<file path="config.mk">
export PLATFORM = sky130hd
export DESIGN_NAME = systolic_seq_ctrl_flat
export DESIGN_NICKNAME = d
export VERILOG_FILES = /design/src/rtl/systolic_seq_ctrl_if.sv /design/src/rtl/systolic_seq_ctrl.sv /design/src/flat_wrapper.sv
export SDC_FILE = /design/constraint.sdc
export NUM_CORES = 1
export LEC_CHECK = 0
export CAP_MARGIN = 20
export CORE_MARGIN = 1
export CORE_UTILIZATION = 55
export DETAILED_ROUTE_END_ITERATION = 8
export GPL_ROUTABILITY_DRIVEN = 0
export MAX_ROUTING_LAYER = met4
export PLACE_DENSITY = 0.79
export REMOVE_ABC_BUFFERS = 1
export SLEW_MARGIN = 30
export SYNTH_ARGS = -nofsm -noshare
export SYNTH_HDL_FRONTEND = slang
export SYNTH_SLANG_ARGS = --single-unit
</file>
<file path="constraint.sdc">
create_clock -name clk -period 3.45 [get_ports clk]
set_input_delay 0.69 -clock clk [delete_from_list [all_inputs] [get_ports clk]]
set_output_delay 0.69 -clock clk [all_outputs]
set_load 0.005 [all_outputs]
</file>
<file path="src/rtl/systolic_seq_ctrl_if.sv">
// systolic_seq_ctrl_if: pass-control, input-buffer and array-feed signals of the systolic sequencer
interface systolic_seq_ctrl_if #(
    parameter int DATA_BW     = 8,
    parameter int MATRIX_SIZE = 8,
    parameter int ADDR_BW     = 8
);
    logic                           start;
    logic [ADDR_BW-1:0]             num_vec;
    logic                           abort;
    logic                           busy;
    logic                           done;
    logic                           we_rl;
    logic                           buf_rd_en;
    logic [ADDR_BW-1:0]             buf_addr;
    logic [MATRIX_SIZE*DATA_BW-1:0] buf_rd_data;
    logic [MATRIX_SIZE*DATA_BW-1:0] din_out;
    logic                           res_valid;
    logic [ADDR_BW-1:0]             res_idx;

    modport master (
        output start, num_vec, abort, buf_rd_data,
        input  busy, done, we_rl, buf_rd_en, buf_addr, din_out, res_valid, res_idx
    );

    modport slave (
        input  start, num_vec, abort, buf_rd_data,
        output busy, done, we_rl, buf_rd_en, buf_addr, din_out, res_valid, res_idx
    );
endinterface

</file>
<file path="src/rtl/systolic_seq_ctrl.sv">
// systolic_seq_ctrl: per-pass weight latch, input streaming with diagonal skew and result tagging
module systolic_seq_ctrl #(
    parameter int DATA_BW       = 8,
    parameter int MATRIX_SIZE   = 8,
    parameter int ADDR_BW       = 8,
    parameter int ARRAY_LATENCY = 15
) (
    input logic               clk,
    input logic               rstn,
    systolic_seq_ctrl_if.slave ctrl
);
    localparam int CNT_BW  = $clog2(ARRAY_LATENCY + 2);
    localparam int TAG_LEN = ARRAY_LATENCY + 2;

    if (ARRAY_LATENCY < MATRIX_SIZE - 1) begin : g_bad_latency
        $error("ARRAY_LATENCY must be >= MATRIX_SIZE-1");
    end

    typedef enum logic [2:0] {IDLE, LOAD_W, STREAM, DRAIN, DONE} state_e;

    state_e                         state_q, state_d;
    logic [ADDR_BW-1:0]             k_q, k_d;
    logic [ADDR_BW-1:0]             buf_addr_q, buf_addr_d;
    logic [CNT_BW-1:0]              cnt_q, cnt_d;
    logic                           busy_q, done_q, we_rl_q, buf_rd_en_q;
    logic                           rd_v_q;
    logic                           clr;
    logic [TAG_LEN-1:0]             tag_v_q;
    logic [ADDR_BW-1:0]             tag_idx_q [TAG_LEN];
    logic [MATRIX_SIZE*DATA_BW-1:0] din;

    always_comb begin
        state_d = state_q;
        k_d     = k_q;
        cnt_d   = cnt_q;
        case (state_q)
            IDLE:    if (ctrl.start) begin
                         state_d = LOAD_W;
                         k_d     = ctrl.num_vec;
                     end
            LOAD_W:  state_d = (k_q != '0) ? STREAM : DONE;
            STREAM:  if (buf_addr_q == k_q - ADDR_BW'(1)) begin
                         state_d = DRAIN;
                         cnt_d   = CNT_BW'(ARRAY_LATENCY + 1);
                     end
            DRAIN:   if (cnt_q == '0) state_d = DONE;
                     else cnt_d = cnt_q - CNT_BW'(1);
            DONE:    state_d = IDLE;
            default: state_d = IDLE;
        endcase
        if (ctrl.abort) state_d = IDLE;
        // the address register doubles as the stream position counter
        buf_addr_d = (state_d == STREAM && state_q == STREAM) ? buf_addr_q + ADDR_BW'(1) : '0;
    end

    always_ff @(posedge clk) begin
        if (!rstn) begin
            state_q     <= IDLE;
            k_q         <= '0;
            cnt_q       <= '0;
            busy_q      <= 1'b0;
            done_q      <= 1'b0;
            we_rl_q     <= 1'b0;
            buf_rd_en_q <= 1'b0;
            buf_addr_q  <= '0;
        end else begin
            state_q     <= state_d;
            k_q         <= k_d;
            cnt_q       <= cnt_d;
            busy_q      <= state_d != IDLE;
            done_q      <= state_d == DONE;
            we_rl_q     <= state_d == LOAD_W;
            buf_rd_en_q <= state_d == STREAM;
            buf_addr_q  <= buf_addr_d;
        end
    end

    assign clr = !rstn || ctrl.abort;

    always_ff @(posedge clk) begin
        if (clr) begin
            rd_v_q  <= 1'b0;
            tag_v_q <= '0;
            for (int i = 0; i < TAG_LEN; i++) tag_idx_q[i] <= '0;
        end else begin
            rd_v_q       <= buf_rd_en_q;
            tag_v_q      <= {tag_v_q[TAG_LEN-2:0], buf_rd_en_q};
            tag_idx_q[0] <= buf_addr_q;
            for (int i = 1; i < TAG_LEN; i++) tag_idx_q[i] <= tag_idx_q[i-1];
        end
    end

    for (genvar j = 0; j < MATRIX_SIZE; j++) begin : g_lane
        logic [DATA_BW-1:0] pipe_q [j+1];
        always_ff @(posedge clk) begin
            if (clr) begin
                pipe_q <= '{default: '0};
            end else begin
                pipe_q[0] <= rd_v_q ? ctrl.buf_rd_data[j*DATA_BW +: DATA_BW] : '0;
                for (int i = 1; i <= j; i++) pipe_q[i] <= pipe_q[i-1];
            end
        end
        assign din[j*DATA_BW +: DATA_BW] = pipe_q[j];
    end

    assign ctrl.busy      = busy_q;
    assign ctrl.done      = done_q;
    assign ctrl.we_rl     = we_rl_q;
    assign ctrl.buf_rd_en = buf_rd_en_q;
    assign ctrl.buf_addr  = buf_addr_q;
    assign ctrl.din_out   = din;
    assign ctrl.res_valid = tag_v_q[TAG_LEN-1];
    assign ctrl.res_idx   = tag_idx_q[TAG_LEN-1];
endmodule

</file>
<file path="src/flat_wrapper.sv">
// flat-port wrapper written by rule: the top's interface ports become plain ports
module systolic_seq_ctrl_flat 
#(
    parameter int DATA_BW       = 8,
    parameter int MATRIX_SIZE   = 8,
    parameter int ADDR_BW       = 8,
    parameter int ARRAY_LATENCY = 15
)
  (clk, rstn, ctrl_start, ctrl_num_vec, ctrl_abort, ctrl_buf_rd_data, ctrl_busy, ctrl_done, ctrl_we_rl, ctrl_buf_rd_en, ctrl_buf_addr, ctrl_din_out, ctrl_res_valid, ctrl_res_idx);
  systolic_seq_ctrl_if #(.DATA_BW(DATA_BW), .MATRIX_SIZE(MATRIX_SIZE), .ADDR_BW(ADDR_BW)) ctrl_i ();
  input logic clk;
  input logic rstn;
  input wire logic [$bits(ctrl_i.start)-1:0] ctrl_start;
  input wire logic [$bits(ctrl_i.num_vec)-1:0] ctrl_num_vec;
  input wire logic [$bits(ctrl_i.abort)-1:0] ctrl_abort;
  input wire logic [$bits(ctrl_i.buf_rd_data)-1:0] ctrl_buf_rd_data;
  output wire logic [$bits(ctrl_i.busy)-1:0] ctrl_busy;
  output wire logic [$bits(ctrl_i.done)-1:0] ctrl_done;
  output wire logic [$bits(ctrl_i.we_rl)-1:0] ctrl_we_rl;
  output wire logic [$bits(ctrl_i.buf_rd_en)-1:0] ctrl_buf_rd_en;
  output wire logic [$bits(ctrl_i.buf_addr)-1:0] ctrl_buf_addr;
  output wire logic [$bits(ctrl_i.din_out)-1:0] ctrl_din_out;
  output wire logic [$bits(ctrl_i.res_valid)-1:0] ctrl_res_valid;
  output wire logic [$bits(ctrl_i.res_idx)-1:0] ctrl_res_idx;
  assign ctrl_i.start = ctrl_start;
  assign ctrl_i.num_vec = ctrl_num_vec;
  assign ctrl_i.abort = ctrl_abort;
  assign ctrl_i.buf_rd_data = ctrl_buf_rd_data;
  assign ctrl_busy = ctrl_i.busy;
  assign ctrl_done = ctrl_i.done;
  assign ctrl_we_rl = ctrl_i.we_rl;
  assign ctrl_buf_rd_en = ctrl_i.buf_rd_en;
  assign ctrl_buf_addr = ctrl_i.buf_addr;
  assign ctrl_din_out = ctrl_i.din_out;
  assign ctrl_res_valid = ctrl_i.res_valid;
  assign ctrl_res_idx = ctrl_i.res_idx;
  systolic_seq_ctrl #(.DATA_BW(DATA_BW), .MATRIX_SIZE(MATRIX_SIZE), .ADDR_BW(ADDR_BW), .ARRAY_LATENCY(ARRAY_LATENCY)) u_core (.clk(clk), .rstn(rstn), .ctrl(ctrl_i));
endmodule
</file>
==> summary by stage, run 1 <==
Cells and area
The share of cells above drive strength 1 is 6.60%. The number of fill cells in the layout is 1710. The end-of-flow core utilization is 67.7%. After the last flow step, the layout net total stands at 1319. The post-synthesis to final-layout area growth is 20.6%. The design area is 16500 µm².

Power and ir drop
The peak ir drop on the vdd network is 0.447 mV. The post-layout total power is 10.4 mW. The standby leakage power is 6.88 nW.

The total power per unit cell area is 633 nW/µm².

Worst setup path
Traced cell by cell, the critical path runs through clkdlybuf4s50_1. In this design, the largest share of critical-path delay is due to buffers and inverters. The number of cells on the worst reg-to-reg path is 8. The startpoint kind of the worst setup timing path is a flop.

The largest stage delay on the critical path is 0.58 ns. For the worst setup path, the data required time is 2.76 ns. In this run the number of cells on the critical path is 1. The critical path capture point type is an output pin. The total buffers and inverters traversed by the critical path is 1. Of all nets on the critical path, the largest fanout is 8. STA puts the critical path data arrival time at 1.60 ns. The worst setup path is of the reg -> out kind. The critical-path cell with the highest stage delay is clkdlybuf4s50_1.

Synth
The cell area after technology mapping is 13700 µm². Of all flip-flops after synthesis, the portion carrying an async set or reset was 0%. Among all flip-flop cells after synthesis, the most frequent one is dfxtp_1. After synthesis, the cell types taking the most area are dfxtp_1 (69%), and2_1 (17%), buf_4 (3.6%).

The synthesized instance count is 1157. The number of flip-flops and latches in the synthesized netlist is 469. The top-area cell type share of the netlist area is 68.8%.

The number of synthesized flops with an enable pin is 0. After synthesis, the most frequently instantiated cells are dfxtp_1 (469), and2_1 (377), and3_1 (68). The total number of yosys warnings is 0.

The unique cell type count in the Yosys netlist is 36. The sequential cell area fraction in the yosys report is 68.8%. The average footprint of a synthesized cell is 11.8 µm². Summed over all instances, the cell type with the most area after synthesis is dfxtp_1. The most common cell in the netlist is dfxtp_1.

STA
The portion of the clock cycle consumed by the worst path in the final layout is 66.5%. Setup violations remaining at the end of the flow were counted as 0. The count of endpoints failing hold in the final timing report is 0. The worst pin sits at a relative slew slack of 56.0%. For this run, the top clock speed supported by timing is 436 MHz.

The max-slew violation total from the final report is 0. At the pin with the least slew margin, the transition time is 0.659 ns. Setup repair after global routing left no endpoint under its margin. The minimum hold slack is 0.417 ns. The post-route clock skew is 0.0121 ns.

Counting I/O delays and the setup requirement, the final critical path takes 2.29 ns.

Clocking
TritonCTS created 43 clock buffers. The tree is rooted in a clkbuf_16. The maximum clock insertion buffer count is 3.

The depth of the CTS H-tree is 2. TritonCTS built the clock tree. In this run, post-CTS repair resized a total of 0 instances.

Clock-pin slew was measured on the worst setup and hold paths at 0.06 ns. Clock latency on the worst-skew pair, taken at its later pin, is 0.52 ns. The number of clock sinks seen by CTS is 469. In this run, post-CTS hold repair placed 0 buffers. Once the clock tree was built, the setup fixing pass inserted 0 buffers.

Routing
In this run, the number of DRC markers left after iteration 0 of detailed routing was 349. Using the TritonRoute via totals, the vias-per-cell ratio works out to 4.42. The final layout contains routed wiring with a total length of 18700 µm. The number of routed nets with antenna violations is 0.

The DRC violation count after routing is 0. Dividing the detail-routed wire length by the instance count gives 11.7 µm. Before antenna repair, the detailed router went through 4 iterations.

Across all layers, the routed design uses 7062 vias.

Hold path
Counting instances, the worst hold path has a depth of 1. The tightest min-delay check is of the reg -> reg type.

Flow run
The tool flagged a number of max-cap violations equal to 0.

Floorplan
The die area is 25500 µm². The cell row count is 57. In this run the count of I/O pins placed on the die edge is 161. The initial cell density of the core is 56.1%. Measured along the x axis, the die boundary spans 160 µm.

The placeable core region is 24300 µm². The die span in y is 160 µm.

Global route
The first global-routing pass estimated 30500 µm of wire. Global routing consumed, over all layers together, 15.1% of the routing resources. The number of antenna violations at the first check in global routing is 1. The largest net degree at the start of global routing is 233. The via count of the first global-routing pass is 6603.

The total overflow reported by the global router is 0.

Place
The post-placement cell area is 15000 µm². Buffers placed on the I/O ports in this run total 160. The total half-perimeter wirelength after legalization and detailed placement is 10200 µm.

Status
The flow ran to the end, and the final reports show no timing, DRC or antenna violations.
stage by stage:
| step | setup slack, ns | std cells | setup TNS (ns) |
|---|---|---|---|
| 2_1_floorplan | -7.11 | 1032 | -3094.83 |
| 3_3_place_gp | 0.908 | 1518 | 0 |
| 3_5_place_dp | 0.894 | 1518 | 0 |
| 4_1_cts | 1.12 | 1596 | 0 |
| 5_1_grt | 1.08 | 1597 | 0 |
| 6_report | 1.16 | 1597 | 0 |
cell type report:
type | count | area [µm²] | area share (%)
sequential | 469 | 9390 | 57.1
multi-input combinational | 557 | 3530 | 21.4
timing repair buffer | 162 | 1640 | 9.97
clock buffer | 65 | 1300 | 7.91
tap | 324 | 405 | 2.46
clock inverter | 13 | 165 | 1.00
inverter | 6 | 22.5 | 0.137
antenna | 1 | 2.50 | 0.0152
metal layers:
layer / vias to the layer above / track usage [%] / routed length, µm
met1: 3184 / 17.1 / 8220
met4: 0 / 6.34 / 516
met2: 144 / 25.0 / 8870
met5: - / - / 0
li1: 3683 / - / -
met3: 51 / 4.32 / 1060
cells by family after synthesis:
group,share of synthesized area (%)
AO/OA/AOI/OAI,0.907
XOR/XNOR,1.48
adder cells (fa/ha/maj),0.367
buffers and inverters,5.42
flip-flops,68.8
AND/OR/NAND/NOR,23.1
path summary, 6_finish.rpt:
path / from / to / slack [ns]
setup / recovery: u_core.ctrl.buf_addr[0] / ctrl_buf_addr[0] / 1.16
hold / removal: u_core.g_lane[2].pipe_q[22] / u_core.g_lane[2].pipe_q[14] / 0.42
setup reg to reg: u_core.k_q[0] / u_core.cnt_q[1] / 1.28
hold reg to reg: u_core.g_lane[2].pipe_q[22] / u_core.g_lane[2].pipe_q[14] / 0.42
sequential cells by signal (all words and copies together), names as in the netlist, 3 cells and up:
name,cells
u_core.cnt_q,5
u_core.ctrl.buf_addr,8
u_core.ctrl.din_out,56
u_core.g_lane.pipe_q,232
u_core.k_q,8
u_core.state_q,3
u_core.tag_idx_q,136
u_core.tag_v_q,17
cells in the final DEF (no fill, tap or decap), drive strengths merged:
cell type	Yosys	layout
ha	4	4
nand3	9	9
o21ai	2	2
nand3b	1	1
clkinv	0	9
a21boi	10	10
or4b	1	1
and2	378	378
dfxtp	469	469
nand2	24	24
nand4b	1	1
inv	6	6
or3b	1	1
nor2b	1	1
and3	68	68
buf	68	2
nor2	17	17
or2	1	1
diode	0	1
a211o	1	1
xor2	9	9
a2111oi	1	1
clkdlybuf4s50	0	160
o31a	1	1
bufinv	0	4
nor3	4	4
clkbuf	57	65
nor3b	2	2
a21oi	1	1
nor4	3	3
nor4b	1	1
or4	1	1
xnor2	14	14
nand4	1	1
power by group:
group / switching (mW) / total [mW] / internal, mW / leakage [nW]
Combinational: 0.100 / 0.213 / 0.112 / 2.38
Clock: 1.87 / 4.77 / 2.90 / 0.730
Sequential: 0.0122 / 5.44 / 5.42 / 3.78
(Power assumes the default switching activity.)
==> run 2, diff against run 1 <==
--- a/config.mk
+++ b/config.mk
@@ -7,11 +7,11 @@
 export LEC_CHECK = 0
 export CAP_MARGIN = 20
 export CORE_MARGIN = 1
-export CORE_UTILIZATION = 55
+export CORE_UTILIZATION = 49
 export DETAILED_ROUTE_END_ITERATION = 8
 export GPL_ROUTABILITY_DRIVEN = 0
 export MAX_ROUTING_LAYER = met4
-export PLACE_DENSITY = 0.79
+export PLACE_DENSITY = 0.74
 export REMOVE_ABC_BUFFERS = 1
 export SLEW_MARGIN = 30
 export SYNTH_ARGS = -nofsm -noshare
==> constraint.sdc (replaced) <==
create_clock -name clk -period 1.8 [get_ports clk]
set_input_delay 0.36 -clock clk [delete_from_list [all_inputs] [get_ports clk]]
set_output_delay 0.36 -clock clk [all_outputs]
set_load 0.005 [all_outputs]
==> run 2 against run 1 <==
The flow now finishes with violations (negative setup slack). Clock skew rose by 0.0095 ns. Flip-flop and latch count did not move. Combinational power rose to 2.6 times the previous value. Hold slack got worse by 0.029 ns. Core utilization fell by 4.5 points.
==> summary by stage, run 2 (synthesis gave the netlist of run 1 again) <==
Routing
The detailed-router iteration count before antenna repair was 4 (unchanged). The per-cell routed wire length came to 11.7 µm (-0.26%). The DRC violation count after routing was 0 (unchanged). The total number of vias is 7238 (+2.5%). The average via count per standard cell came to 4.29 (-2.9%). The violation count after the first detailed-route iteration is 326 (-6.6%). The number of routed nets with antenna violations was 0 (unchanged). The post-detailed-routing wire length is 19700 µm (+5.3%).

Worst setup path
The critical path is of the reg -> reg type. The data arrival time at the worst-slack endpoint is 2.40 ns (+0.80 ns). The critical-path cell with the highest stage delay is or4_4. The worst setup path is captured at a flop.

The data required time at the worst endpoint came to 2.27 ns (-0.49 ns). The largest stage delay on the critical path is 0.55 ns (-0.03 ns). Grouping stages by cell kind, the critical path spends the most delay in simple AND/OR/NAND/NOR gates. The critical path goes through buf_6 -> or4_4 -> nor2_4 -> xnor2_2 -> nand4_4 -> a211o_2 -> a21boi_1. The worst setup slack for register-to-register paths is -0.13 ns (-1.41 ns). The startpoint kind of the worst setup timing path is a flop. The critical-path maximum fanout is 4 (-4).

The total buffers and inverters traversed by the critical path is 1 (unchanged).

STA
After layout, the minimum clock period comes to 1.93 ns. The portion of the clock cycle consumed by the worst path in the final layout is 107%. The count of endpoints failing setup in the final report came to 15 (+15). The minimum hold slack is 0.388 ns (-0.0292 ns). The post-route clock skew is 0.0216 ns (+0.00948 ns). Setup repair after global routing could not meet its margin everywhere. The tightest slew margin relative to the limit is 74.6% (+19 points). Timing would allow up to 518 MHz. The count of endpoints failing hold in the final timing report is 0 (unchanged). The final worst-path setup slack is -0.129 ns (-1.29 ns). The max-slew violation total from the final report is 0 (unchanged). The slew of the pin with the lowest slew margin is 0.382 ns (-0.278 ns).

Floorplan
The initial cell density of the core is 50.2% (-5.9 points). The x dimension of the die is 169 µm (+5.9%). The cell row count is 60 (+5.3%). The top-level I/O count is 161 (unchanged). The placeable core region came to 27200 µm² (+12%). The die span in y was 169 µm (+5.9%). The die area is 28500 µm² (+12%).

Place
The setup slack after placement is -0.209 ns (-1.10 ns). The total half-perimeter wirelength after legalization and detailed placement is 11600 µm (+13%). The number of buffer cells added on primary ports came to 160 (unchanged).

The number of instances in the placed design is 1600 (+5.4%).

Clocking
The cell sitting at the root of the clock tree is a clkbuf_16. The total CTS buffers is 45 (+4.7%). The clock slew seen by the registers of the worst setup and hold paths was 0.06 ns (about the same).

The number of clock sinks seen by CTS is 469 (unchanged). The TritonCTS clock tree is built. The worst-skew pair later-pin latency came to 0.54 ns (+0.02 ns). The maximum clock insertion buffer count came to 3 (unchanged). The depth of the CTS H-tree is 2 (unchanged).

Power and ir drop
The standby leakage power is 7.25 nW (+5.3%). The post-layout total power is 20.5 mW (+96%). The total power per unit cell area is 1190 nW/µm² (+88%).

The peak ir drop on the vdd network was 0.667 mV (+49%).

Global route
The via count of the first global-routing pass is 6927 (+4.9%). The global-route wire length before repair is 32000 µm (+4.9%). The total overflow reported by the global router was 0 (unchanged). The total routing resource utilization after global routing is 14.2% (-0.89 points). The largest net degree at the start of global routing was 97 (-58%).

The number of antenna violations at the first check in global routing is 2 (+1).

Hold path
The tightest min-delay check is of the in -> reg type.

Cells and area
The final net count is 1361 (+3.2%). The share of cells above drive strength 1 was 11.9% (+5.3 points). The area growth from synthesis to layout is 25.7%. In the layout the commonest cells are dfxtp_1 (456), and2_1 (377), clkdlybuf4s50_1 (151). The number of fill cells in the layout is 2094 (+22%). The number of flip-flops under the largest register name is 232 (unchanged). The final instance count without filler cells came to 1686 (+5.6%).

The most common cell after layout, fill and taps aside is dfxtp_1. More flip-flops sit in one register than any other, and that register is u_core.g_lane.pipe_q.

Flow run
The number of max-capacitance violations reported came to 0 (unchanged).

Status
The flow ran to the end, but the final reports show violations. The final reports fail on negative setup slack.
-- run 2: changes by cell type in the layout (fill, tap and decap cells not counted), moves of 3 or more --
cell / change
dlymetal6s2s_1: +3
nor2_1: -4
clkdlybuf4s50_1: -9
nor2_2: +3
dlygate4sd2_1: +6
buf_4: +26
buf_12: +6
buf_6: +8
dfxtp_1: -12
dfxtp_2: +10
clkbuf_1: -4
-- run 2: routing by layer --
metal,GRT usage [%],part of all wire (%),up-vias
met5,-,0,-
met3,4.14,5.7,45
met4,6.44,3.0,0
met2,23.6,48,143
met1,15.8,43,3283
li1,-,-,3767
-- run 2: worst min-delay path, cell delays in order --
cell and delay, ns:
clkdlybuf4s50_1 0.39, nand2_1 0.05, a21boi_0 0.06
-- run 2: final timing paths --
kind	start	endpoint	cells after the start
worst min register to register	u_core.g_lane[5].pipe_q[24]	u_core.g_lane[5].pipe_q[16]	1
worst min-delay path	ctrl_num_vec[4]	u_core.k_q[4]	3
worst max register to register	u_core.k_q[1]	u_core.cnt_q[1]	7
worst max-delay path	u_core.k_q[1]	u_core.cnt_q[1]	7
-- run 2: stage by stage --
| step | util, % | setup TNS, ns | cell area [µm²] |
|---|---|---|---|
| finish | 63.2 | -1.10 | 17200 |
| detailed placement | 56.6 | -3.17 | 15400 |
| global placement | 56.6 | -2.40 | 15400 |
| global route | 63.2 | -2.20 | 17200 |
| CTS | 62.9 | -0.633 | 17100 |
| floorplan | - | -3677.29 | 12900 |
-- run 2: repair_timing --
action,in CTS,in global routing
buffers inserted,5,1
resized for setup,40,20
hold buffers,0,0
pin swaps,16,8
endpoints found under the setup margin,24,23
-- run 2: area by class of cell --
| class | instances | area (µm²) | share of cell area, % |
|---|---|---|---|
| flip-flops and latches | 469 | 9410 | 54.8 |
| multi-input cells | 557 | 3670 | 21.4 |
| repair buffers | 202 | 2050 | 11.9 |
| clock buffers | 59 | 1260 | 7.33 |
| well taps | 372 | 465 | 2.71 |
| clock inverters | 19 | 280 | 1.63 |
| inverters | 6 | 22.5 | 0.131 |
| diodes | 2 | 5.00 | 0.0292 |
-- run 2: report_power, final --
group	switching [mW]	internal (mW)	total, mW
sequential	0.0212	10.4	10.4
clock	3.71	5.79	9.50
combinational	0.251	0.294	0.545
total	3.98	16.5	20.5
